==> src/rtl/mdu_pkg.sv <==
// mdu_pkg: shared encodings, state type and iteration count for the multiply/divide unit
package mdu_pkg;
    localparam logic [1:0] OP_MULTU = 2'b00;
    localparam logic [1:0] OP_MULT  = 2'b01;
    localparam logic [1:0] OP_DIVU  = 2'b10;
    localparam logic [1:0] OP_DIV   = 2'b11;
    localparam int MDU_ITERS = 32;
    typedef enum logic [1:0] {IDLE, CALC, FIX, DONE} mdu_state_t;
endpackage

==> src/rtl/mdu_sign_fix.sv <==
// mdu_sign_fix: applies result signs to the unsigned magnitude result
//   raw    : unsigned {hi, lo} from the iterative datapath
//   is_div : 1 = divide (hi/lo negated independently), 0 = multiply (64-bit negate)
//   neg_hi : negate remainder (divide only)
//   neg_lo : negate quotient (divide) / whole product (multiply)
//   res    : signed-corrected {hi, lo}
module mdu_sign_fix
    import mdu_pkg::*;
#(
    parameter int WIDTH = 32
) (
    input  logic [2*WIDTH-1:0] raw,
    input  logic               is_div,
    input  logic               neg_hi,
    input  logic               neg_lo,
    output logic [2*WIDTH-1:0] res
);
    logic [2*WIDTH-1:0] wide;
    logic [WIDTH-1:0]   hi_f, lo_f;
    always_comb begin
        wide = neg_lo ? -raw : raw;
        hi_f = neg_hi ? -raw[2*WIDTH-1:WIDTH] : raw[2*WIDTH-1:WIDTH];
        lo_f = neg_lo ? -raw[WIDTH-1:0] : raw[WIDTH-1:0];
        res  = is_div ? {hi_f, lo_f} : wide;
    end
endmodule

==> src/rtl/mul_div_unit.sv <==
// mul_div_unit: iterative 32-cycle MULT/MULTU/DIV/DIVU producing {hi, lo}
//   clk_i, rst_i : clock, synchronous active-high reset
//   start, op    : request (taken when not busy) and operation select
//   src1, src2   : multiplicand/dividend, multiplier/divisor
//   busy, done   : in-flight flag for stalling, one-cycle result pulse
//   hi, lo       : product upper/lower, or remainder/quotient
module mul_div_unit
    import mdu_pkg::*;
#(
    parameter int WIDTH = 32
) (
    input  logic             clk_i,
    input  logic             rst_i,
    input  logic             start,
    input  logic [1:0]       op,
    input  logic [WIDTH-1:0] src1,
    input  logic [WIDTH-1:0] src2,
    output logic             busy,
    output logic             done,
    output logic [WIDTH-1:0] hi,
    output logic [WIDTH-1:0] lo
);
    mdu_state_t         state;
    logic [4:0]         cnt;
    logic [2*WIDTH-1:0] acc;
    logic [WIDTH-1:0]   b;
    logic               is_div, neg_hi, neg_lo;
    logic               s1, s2;
    logic [WIDTH-1:0]   mag1, mag2;
    logic [WIDTH:0]     msum;
    logic [WIDTH+1:0]   dtrial;
    logic [2*WIDTH-1:0] acc_mul, acc_div, fixed;

    always_comb begin
        s1      = op[0] & src1[WIDTH-1];
        s2      = op[0] & src2[WIDTH-1];
        mag1    = s1 ? -src1 : src1;
        mag2    = s2 ? -src2 : src2;
        // shift-add: carry of the upper-half add becomes the new MSB after the right shift
        msum    = {1'b0, acc[2*WIDTH-1:WIDTH]} + (acc[0] ? {1'b0, b} : '0);
        acc_mul = {msum, acc[WIDTH-1:1]};
        // restoring step: trial uses the 33-bit shifted remainder so a large remainder is not truncated
        dtrial  = {1'b0, acc[2*WIDTH-1:WIDTH-1]} - {2'b0, b};
        acc_div = dtrial[WIDTH+1] ? {acc[2*WIDTH-2:0], 1'b0}
                                  : {dtrial[WIDTH-1:0], acc[WIDTH-2:0], 1'b1};
        busy    = (state == CALC) || (state == FIX);
        done    = state == DONE;
    end

    mdu_sign_fix #(.WIDTH(WIDTH)) u_fix (
        .raw   (acc),
        .is_div(is_div),
        .neg_hi(neg_hi),
        .neg_lo(neg_lo),
        .res   (fixed)
    );

    always_ff @(posedge clk_i) begin
        if (rst_i) begin
            state  <= IDLE;
            cnt    <= '0;
            acc    <= '0;
            b      <= '0;
            is_div <= 1'b0;
            neg_hi <= 1'b0;
            neg_lo <= 1'b0;
            hi     <= '0;
            lo     <= '0;
        end else begin
            case (state)
                IDLE, DONE: begin
                    if (start) begin
                        state  <= CALC;
                        cnt    <= '0;
                        is_div <= op[1];
                        acc    <= {{WIDTH{1'b0}}, mag1};
                        b      <= mag2;
                        neg_hi <= op[1] ? s1 : s1 ^ s2;
                        // divide-by-zero keeps the all-ones quotient unsigned and the dividend as remainder
                        neg_lo <= op[1] ? (s1 ^ s2) & (|src2) : s1 ^ s2;
                    end else begin
                        state <= IDLE;
                    end
                end
                CALC: begin
                    acc <= is_div ? acc_div : acc_mul;
                    cnt <= cnt + 5'd1;
                    if (cnt == 5'(MDU_ITERS - 1)) state <= FIX;
                end
                FIX: begin
                    hi    <= fixed[2*WIDTH-1:WIDTH];
                    lo    <= fixed[WIDTH-1:0];
                    state <= DONE;
                end
                default: state <= IDLE;
            endcase
        end
    end
endmodule

==> config.mk <==
export PLATFORM = sky130hd
export DESIGN_NAME = mul_div_unit
export DESIGN_NICKNAME = d
export VERILOG_FILES = /design/src/rtl/mdu_pkg.sv /design/src/rtl/mdu_sign_fix.sv /design/src/rtl/mul_div_unit.sv
export SDC_FILE = /design/constraint.sdc
export NUM_CORES = 1
export LEC_CHECK = 0
export BUFFER_PORTS_ARGS = -buffer_cell sky130_fd_sc_hd__buf_2
export CAP_MARGIN = 15
export CORE_ASPECT_RATIO = 1.75
export CORE_MARGIN = 10
export CORE_UTILIZATION = 50
export DETAILED_ROUTE_END_ITERATION = 8
export GPL_ROUTABILITY_DRIVEN = 1
export GPL_TIMING_DRIVEN = 1
export PLACE_DENSITY_LB_ADDON = 0.1
export SLEW_MARGIN = 20
export SYNTH_ARGS = -nofsm -noshare
export SYNTH_HDL_FRONTEND = slang
export SYNTH_SLANG_ARGS = --single-unit
export TNS_END_PERCENT = 100
==> constraint.sdc <==
create_clock -name clk_i -period 5.2 [get_ports clk_i]
set_input_delay 1.04 -clock clk_i [delete_from_list [all_inputs] [get_ports clk_i]]
set_output_delay 1.04 -clock clk_i [all_outputs]
set_load 0.005 [all_outputs]
==> results of run 1 <==
final cells by class:
cell class	instances	area, µm²
multi-input cells	1403	9180
flip-flops and latches	170	3400
well taps	320	400
diodes	1	2.50
repair buffers	154	823
fillers	2572	11300
clock buffers	18	439
clock inverters	14	138
inverters	62	233
sequential cells by signal (all words and copies together), names as in the netlist:
name / count
lo: 32
acc: 64
state: 2
b: 32
hi: 32
cnt: 5
neg_lo: 1
neg_hi: 1
is_div: 1
power by group:
| group | leakage [nW] | switching [mW] | internal, mW | total [mW] |
|---|---|---|---|---|
| Sequential | 1.39 | 0.401 | 1.63 | 2.03 |
| Combinational | 4.58 | 1.94 | 1.19 | 3.13 |
| Clock | 0.283 | 0.604 | 0.682 | 1.29 |
| Total | 6.25 | 2.94 | 3.50 | 6.45 |
cell usage in the layout (no fill, tap or decap), types with 17 or more instances in the layout:
master     Yosys  routed
a31oi_1       21      21
clkbuf_16      0      17
or3_1         26      26
mux2i_1       72      72
nand2_1      161     161
ha_1          73      71
o31ai_1       21      21
nor3_1        31      31
nand3_1       27      27
buf_4          0      21
o211ai_1      34      34
dfxtp_1      170     169
nor2_1       224     223
inv_1         62      62
xor2_1        96      96
o21ai_0       99      99
a211oi_1      72      72
a21oi_1      134     133
buf_2          1     133
xnor2_1       69      69
a21o_1        32      32
worst max-delay path, delay by kind of cell, from the launching register on:
kind	cells	cell delay, ns
muxes	1	0.20
and+or+nand+nor	3	0.49
DFF	1	0.37
adders and majority gates	1	0.37
buffers and inverters	2	0.75
AOI/OAI and AO/OA	5	1.59
worst max path at each step:
stage                                    from                   end
final                     acc[0]$_SDFFE_PP0P_  acc[60]$_SDFFE_PP0P_
after detailed placement              src2[8]   neg_lo$_SDFFE_PP0P_
after global routing      acc[0]$_SDFFE_PP0P_  acc[60]$_SDFFE_PP0P_
after CTS                 acc[0]$_SDFFE_PP0P_  acc[60]$_SDFFE_PP0P_
after floorplan                       src1[9]  acc[27]$_SDFFE_PP0P_
after global placement                src1[9]  acc[31]$_SDFFE_PP0P_
metrics by stage:
step                cell area, µm²  std cells  util, %
floorplan                    13200       1748        -
global placement             14000       2109     54.1
detailed placement           14000       2109     54.1
CTS                          14600       2141     56.3
global route                 14600       2142     56.3
finish                       14600       2142     56.3
cells by family (layout without fill, tap and decap cells):
| logic type | Yosys count | in the layout |
|---|---|---|
| AO/OA/AOI/OAI | 519 | 519 |
| XOR/XNOR | 165 | 165 |
| adder cells (fa/ha/maj) | 75 | 75 |
| buffers and inverters | 175 | 248 |
| flip-flops | 170 | 170 |
| multiplexers | 74 | 74 |
| other | 0 | 1 |
| AND/OR/NAND/NOR | 570 | 570 |
per-layer routing:
| metal | vias up | global-route usage, % | wire length, µm |
|---|---|---|---|
| met4 | 0 | 17.5 | 3370 |
| li1 | 6426 | - | - |
| met3 | 157 | 4.78 | 1760 |
| met2 | 400 | 49.6 | 24000 |
| met1 | 6062 | 25.0 | 15500 |
| met5 | - | 0 | 0 |
==> impl_metrics.py, run 1 <==
metrics = {
    "outcome": {
        "outcome": "complete, no violations",
    },
    "setup_path": {
        "crit_fanout": 20,
        "r2r_slack_ns": 1.31,
        "timing.rr.end": "acc[60]$_SDFFE_PP0P_",
        "crit_chain": "inv_1, nor2_1, ha_1, and2_1, and4_1, a21boi_0, buf_4, o31ai_1, a31oi_1, mux2i_1, a21o_1, a32o_1",
        "critPathCaptureType": "flop",
        "path_class": "reg2reg",
        "start_kind": "flop",
        "max_stage_delay_ns": 0.74,
        "cp.required_ns": 5.55,
        "r2r-start": "acc[0]$_SDFFE_PP0P_",
        "crit_slowest_cell": "o31ai_1",
        "cp.arrival_ns": 4.24,
        "r2r_cells": 12,
    },
    "logic_synthesis": {
        "synth.area.top_cells": "dfxtp_1 26%, ha_1 6.9%, nor2_1 6.4%",
        "synth_top_family_by_area": "compound AO/OA/AOI/OAI gates",
        "netlist.area_leader.share_pct": 25.8,
        "ys_ff_latch": 170,
        "netlist_area_mm2": 0.0132,
        "ys_top_cells_by_count": "224 x nor2_1, 170 x dfxtp_1, 161 x nand2_1",
        "yosys.area.top_type": "dfxtp_1",
        "ys.flop_type": "dfxtp_1",
        "synthCells": 1748,
        "yosys.area_share.simple_pct": 19.7,
        "synth-seq-area-share_pct": 25.8,
        "synth_edf_count": 0,
        "synthMuxAreaShare_pct": 5.63,
        "yosys_warnings": 0,
        "synth-xor-area-share_pct": 10.9,
        "ys_types": 68,
        "synth_compound_area_share_pct": 25.7,
        "synth_fp_nets": 1892,
        "avgSynthCellArea_um2": 7.56,
        "yosysMostFrequentCell": "nor2_1",
        "yosys.area_share.adder_pct": 7.22,
        "synthArstFlopShare_pct": 0,
    },
    "min_path": {
        "hold_depth": 2,
        "hold_class": "reg2reg",
        "hold_end": "cnt[4]$_SDFFE_PP0P_",
        "hold_start": "cnt[4]$_SDFFE_PP0P_",
    },
    "clock_tree": {
        "numCtsBuffers": 17,
        "holdBufCountCts": 0,
        "cts-htree-levels": 4,
        "root_buffer": "clkbuf_16",
        "post-cts-setup-buffer-count": 0,
        "cts_tree": "done",
        "clkTransAtPathRegs_ns": 0.07,
        "cts_num_sinks": 170,
        "cts_max_path_buffers": 2,
        "ctsResizeCount": 0,
        "clk_latency_ns": 0.46,
    },
    "drt": {
        "drc": 0,
        "drtIter0Drc": 928,
        "routed_wl_um": 44600,
        "post_drt_wl_per_cell_um": 20.8,
        "viasPerCell": 6.09,
        "ant_nets": 0,
        "first_pass_iters": 9,
        "vias": 13000,
    },
    "place": {
        "post-place-ws_ns": 1.30,
        "post-dp-hpwl_um": 34900,
        "gp_congestion": 0.976,
        "port_buffers": 134,
    },
    "sta": {
        "fin_hold_ws_ns": 0.465,
        "hold_viol_final": 0,
        "finalClockSkew_ns": 0.0106,
        "setup_viol": 0,
        "period_minus_slack_ns": 3.89,
        "rsz0062_at_grt": "false",
        "drv_slew": 0,
        "worst_slack_ns": 1.31,
        "slew_headroom_pct": 32.8,
        "fin_crit_sh_pct": 74.7,
        "tns_ns": 0,
        "fmax_mhz": 257,
        "tightestPinTransition_ns": 1.01,
    },
    "global_route": {
        "grt_max_degree": 77,
        "grt_pass1_wl_um": 70000,
        "grt_usage_pct": 26.4,
        "grt_pass1_vias": 12900,
        "antenna_found_initial": 2,
        "grt_overflow": 0,
    },
    "floorplan": {
        "die-area_mm2": 0.0336,
        "rows": 78,
        "start_util_pct": 50.9,
        "die_w_um": 143,
        "core_mm2": 0.0260,
        "io_pins": 135,
        "dieHeight_um": 235,
    },
    "run": {
        "cap_violations": 0,
    },
    "finish": {
        "drive_gt1_share_pct": 11.8,
        "area_delta_synth_final_pct": 10.7,
        "final_net_count": 1952,
    },
    "pwr": {
        "p_leak_nw": 6.25,
        "powerDensity_mw_per_mm2": 441,
        "worst_ir_drop_vdd_mv": 0.391,
        "total_power_mw": 6.45,
    },
}
Note: power is estimated with default switching activity, not from simulation.
==> inputs of run 2 (changes only) <==
Clock period 5.2 ns to 3.4 ns, I/O delays scaled along.
==> run 2 against run 1 <==
Global-route usage up 2.6 points. Maximum frequency up 19%. Critical path depth is 4 lower. Cell area grew 6.6%. Count of clock-buffer cells in the layout stayed put. Largest power group unchanged.
==> impl_metrics.py, run 2 (synthesis results as in run 1) <==
metrics = {
    "outcome": {
        "outcome": "complete, no violations",
    },
    "clock_tree": {
        "clk_latency_ns": 0.46,
        "numCtsBuffers": 17,
        "clkTransAtPathRegs_ns": 0.08,
        "root_buffer": "clkbuf_16",
        "cts_tree": "done",
        "cts-htree-levels": 4,
        "cts_max_path_buffers": 2,
        "holdBufCountCts": 0,
        "cts_num_sinks": 170,
    },
    "global_route": {
        "grt_pass1_wl_um": 75700,
        "grt_pass1_vias": 13800,
        "grt_max_degree": 72,
        "grt_overflow": 0,
        "antenna_found_initial": 0,
        "grt_usage_pct": 29.0,
    },
    "setup_path": {
        "timing.rr.end": "hi[31]$_SDFFE_PP0P_",
        "cp.arrival_ns": 3.58,
        "cpMostUsedCell": "or4_4",
        "max_stage_delay_ns": 0.55,
        "crit_fanout": 6,
        "r2r_slack_ns": 0.14,
        "crit_chain": "or4_4, or4b_4, or4_4, o31a_1, or4_4, o21ai_2, xor2_1, a211oi_1",
        "path_class": "reg2reg",
        "critPathCaptureType": "flop",
        "crit_slowest_cell": "or4_4",
        "start_kind": "flop",
        "r2r_cells": 8,
        "r2r-start": "acc[8]$_SDFFE_PP0P_",
        "cp.required_ns": 3.72,
    },
    "finish": {
        "drive_gt1_share_pct": 17.4,
        "post-route-util_pct": 60.1,
        "fin_cells": 2261,
        "area_delta_synth_final_pct": 18.0,
        "final_cell_mix": "223 x nor2_1, 169 x dfxtp_1, 161 x nand2_1",
        "mostFrequentLayoutCell": "nor2_1",
        "diodes": 0,
        "final_net_count": 2072,
        "top_register": "acc",
        "largest_register_ffs": 64,
    },
    "drt": {
        "vias": 13700,
        "viasPerCell": 6.05,
        "first_pass_iters": 5,
        "drtIter0Drc": 790,
        "routed_wl_um": 49200,
        "drc": 0,
        "post_drt_wl_per_cell_um": 21.8,
        "ant_nets": 0,
    },
    "floorplan": {
        "core_mm2": 0.0260,
        "die-area_mm2": 0.0336,
        "die_w_um": 143,
        "dieHeight_um": 235,
        "io_pins": 135,
        "rows": 78,
        "start_util_pct": 50.9,
    },
    "run": {
        "cap_violations": 0,
    },
    "sta": {
        "hold_viol_final": 0,
        "setup_viol": 0,
        "fmax_mhz": 306,
        "worst_slack_ns": 0.136,
        "drv_slew": 0,
        "finalClockSkew_ns": 0.0132,
        "tightestPinTransition_ns": 0.950,
        "period_minus_slack_ns": 3.26,
        "slew_headroom_pct": 36.7,
        "fin_crit_sh_pct": 96.0,
    },
    "place": {
        "post-place-ws_ns": 0.114,
        "gp_congestion": 0.973,
        "port_buffers": 134,
        "post-dp-hpwl_um": 39400,
        "placedCellCount": 2220,
    },
    "pwr": {
        "total_power_mw": 10.5,
        "powerDensity_mw_per_mm2": 674,
        "worst_ir_drop_vdd_mv": 0.542,
        "p_leak_nw": 6.87,
    },
    "min_path": {
        "hold_depth": 2,
        "hold_end": "cnt[4]$_SDFFE_PP0P_",
        "hold_class": "reg2reg",
        "hold_start": "cnt[4]$_SDFFE_PP0P_",
    },
}
==> run 2: cell count changes in the layout (fill, tap and decap cells not counted), moves of 2 or more <==
cell and change:
clkinv_8 +2, clkinv_4 -3, buf_12 +2, inv_8 +5, buf_4 +114, buf_6 +3
clkinv_2 -2
==> run 2: final cells by class <==
class                   instances  area [µm²]
clock buffers                  18         429
inverters                      62         233
fillers                      2566       10400
clock inverters                14         174
repair buffers                274        1760
multi-input cells            1403        9190
flip-flops and latches        170        3400
well taps                     320         400
==> run 2: what timing repair did <==
item                                    in CTS  in global routing
gates resized for setup                      0                  7
buffers inserted                             0                  9
endpoints found under the hold margin        0                  0
endpoints found under the setup margin       0                  9
==> run 2: critical path, delay by kind of cell, from the launching register on <==
kind | cells | cell delay (ns)
and+or+nand+nor | 4 | 2.09
DFF | 1 | 0.32
xor gates and xnor gates | 1 | 0.17
AOI/OAI and AO/OA | 3 | 0.54
==> run 2: how the worst max path moves through the flow <==
stage                         startpoint              endpoint  cells after the start
detailed placement               src1[9]  acc[31]$_SDFFE_PP0P_                     11
floorplan           acc[35]$_SDFFE_PP0P_  acc[37]$_SDFFE_PP0P_                     11
global route           b[4]$_SDFFE_PP0P_  acc[34]$_SDFFE_PP0P_                     15
global placement                src2[12]   neg_lo$_SDFFE_PP0P_                     10
finish               acc[8]$_SDFFE_PP0P_   hi[31]$_SDFFE_PP0P_                      8
CTS                  acc[8]$_SDFFE_PP0P_   hi[31]$_SDFFE_PP0P_                      8
==> run 2: through the flow <==
step	instance area (µm²)	hold slack, ns	setup TNS [ns]
after detailed placement	14900	0.460	0
final	15600	0.470	0
after global placement	14900	0.446	0
after global routing	15600	0.482	-0.0322
after floorplan	13200	0.432	0
after CTS	15500	0.470	0
==> run 2: power breakdown <==
part           switching (mW)  total, mW  leakage [nW]  internal (mW)
Sequential              0.413       2.90          1.39           2.49
Combinational            3.37       5.55          5.19           2.18
Clock                   0.994       2.05         0.296           1.06
==> run 2: routing by layer <==
metal	part of all wire [%]	GRT usage [%]	vias up
met5	0	0	-
met4	9.1	23.7	0
met3	3.7	4.38	182
met2	54	54.5	440
met1	33	26.5	6403
li1	-	-	6652
==> inputs of run 3 (changes only) <==
Clock period 3.4 ns to 3.3 ns, I/O delays scaled along.
==> run 3 against run 2 <==
Non-clock buffer count is 21 higher. Critical endpoint is now hi[19]$_SDFFE_PP0P_. Highest routed layer unchanged. Largest cell class unchanged. Sequential share of layout area is 0.26 points lower. Utilization is 0.76 points higher. Routed wire length is 0.49% higher.
==> impl_metrics.py, run 3 (synthesis results as in run 1) <==
metrics = {
    "sta": {
        "setup_viol": 0,
        "worst_slack_ns": 0.0809,
        "rsz0062_at_grt": "true",
        "finalClockSkew_ns": 0.00963,
        "hold_viol_final": 0,
        "tightestPinTransition_ns": 0.783,
        "fmax_mhz": 311,
        "drv_slew": 0,
        "period_minus_slack_ns": 3.22,
        "fin_hold_ws_ns": 0.452,
        "fin_crit_sh_pct": 97.5,
        "slew_headroom_pct": 47.7,
    },
    "finish": {
        "largest_register_ffs": 64,
        "area_delta_synth_final_pct": 19.5,
        "drive_gt1_share_pct": 18.8,
        "fin_area_mm2": 0.0158,
        "fin_cells": 2282,
        "diodes": 0,
        "top_register": "acc",
        "mostFrequentLayoutCell": "nor2_1",
        "final_net_count": 2093,
        "final_cell_mix": "221 x nor2_1, 167 x dfxtp_1, 160 x nand2_1",
    },
    "setup_path": {
        "max_stage_delay_ns": 0.55,
        "crit_family": "simple AND/OR/NAND/NOR gates",
        "cpMostUsedCell": "or4_4",
        "critPathCaptureType": "flop",
        "cp.required_ns": 3.62,
        "crit_chain": "or4_4, or4_1, or4_4, or3_1, nor2b_1, o21ai_1, xor2_1, a211oi_1",
        "crit_fanout": 5,
        "cp.arrival_ns": 3.54,
        "start_kind": "flop",
        "path_class": "reg2reg",
        "crit_slowest_cell": "or4_4",
        "cp_num_buf_inv": 0,
    },
    "clock_tree": {
        "root_buffer": "clkbuf_16",
        "clkTransAtPathRegs_ns": 0.08,
        "cts_tree": "done",
        "numCtsBuffers": 17,
        "cts_max_path_buffers": 2,
        "holdBufCountCts": 0,
        "clk_latency_ns": 0.47,
        "cts_num_sinks": 170,
        "cts-htree-levels": 4,
    },
    "drt": {
        "drc": 0,
        "viasPerCell": 6.05,
        "vias": 13800,
        "routed_wl_um": 49400,
        "post_drt_wl_per_cell_um": 21.7,
        "ant_nets": 0,
        "first_pass_iters": 5,
        "drtIter0Drc": 855,
    },
    "pwr": {
        "powerDensity_mw_per_mm2": 693,
        "p_int_mw": 5.93,
        "p_clk_share_pct": 18.8,
        "switchingPower_mw": 5.01,
        "worst_ir_drop_vdd_mv": 0.669,
        "p_seq_share_pct": 27.5,
        "p_leak_nw": 6.99,
        "netSwitchingFraction_pct": 45.8,
        "comb_power_share_pct": 53.7,
        "total_power_mw": 10.9,
    },
    "place": {
        "post-place-ws_ns": -0.0435,
        "port_buffers": 134,
        "post-dp-hpwl_um": 39400,
        "gp_congestion": 0.982,
        "dpl_cell_area_mm2": 0.0151,
        "placedCellCount": 2247,
    },
    "floorplan": {
        "core_mm2": 0.0260,
        "die-area_mm2": 0.0336,
        "start_util_pct": 50.9,
        "die_w_um": 143,
        "io_pins": 135,
        "dieHeight_um": 235,
        "rows": 78,
    },
    "min_path": {
        "hold_class": "in2reg",
    },
    "global_route": {
        "grt_pass1_vias": 14000,
        "grt_max_degree": 67,
        "antenna_found_initial": 0,
        "grt_overflow": 0,
        "grt_pass1_wl_um": 76000,
        "grt_usage_pct": 29.1,
    },
    "outcome": {
        "outcome": "complete, no violations",
    },
    "run": {
        "cap_violations": 0,
    },
}
-- run 3: changes by cell type in the layout (fill, tap and decap cells not counted), sizes merged --
cell / before / now
clkinv: 5 / 4
clkinvlp: 0 / 3
bufinv: 1 / 0
buf: 273 / 294
inv: 70 / 69
-- run 3: timing repair --
item / CTS / global route
gates resized for setup: 0 / 20
buffers inserted: 0 / 2
hold endpoints to repair: 0 / 0
setup endpoints to repair: 0 / 23
-- run 3: final timing paths --
kind                                      startpoint                   to  slack, ns  depth (start not counted)
worst max register to register  acc[23]$_SDFFE_PP0P_  hi[19]$_SDFFE_PP0P_       0.08                          8
worst min-delay path                           op[1]  is_div$_SDFFE_PP0P_       0.45                          3
worst min register to register   cnt[4]$_SDFFE_PP0P_  cnt[4]$_SDFFE_PP0P_       0.46                          2
worst max-delay path            acc[23]$_SDFFE_PP0P_  hi[19]$_SDFFE_PP0P_       0.08                          8
-- run 3: stage by stage --
| step | util (%) | setup TNS, ns |
|---|---|---|
| floorplan | - | 0 |
| global placement | 58.2 | -0.0398 |
| detailed placement | 58.2 | -0.0743 |
| CTS | 60.5 | 0 |
| global route | 60.8 | -0.0470 |
| finish | 60.8 | 0 |
-- run 3: cell type report --
type | count | area [µm²]
clock buffer | 18 | 439
clock inverter | 14 | 154
fill | 2493 | 10200
inverter | 62 | 233
multi-input combinational | 1403 | 9230
sequential | 170 | 3410
tap | 320 | 400
timing repair buffer | 295 | 1930
-- run 3: power groups by stage --
stage	Combinational (mW)	Sequential, mW	Clock (mW)
6_report	5.87	3.01	2.06
2_1_floorplan	3.65	2.94	0
4_1_cts	5.76	3.00	2.07
3_5_place_dp	5.74	3.04	0
5_1_grt	6.44	3.07	2.15
3_3_place_gp	5.69	3.03	0
-- run 3: tightest hold or removal path, delay by kind of cell --
family                 cells  cell delay, ns
AOI/OAI and AO/OA          1            0.05
and+or+nand+nor            1            0.05
buffers and inverters      1            0.11
-- run 3: routing by layer --
layer | GRT usage (%) | vias up | wire (µm)
met5 | 0 | - | 0
met4 | 24.5 | 0 | 4480
met3 | 4.54 | 204 | 2050
met2 | 54.1 | 465 | 26700
met1 | 26.5 | 6445 | 16200
li1 | - | 6685 | -
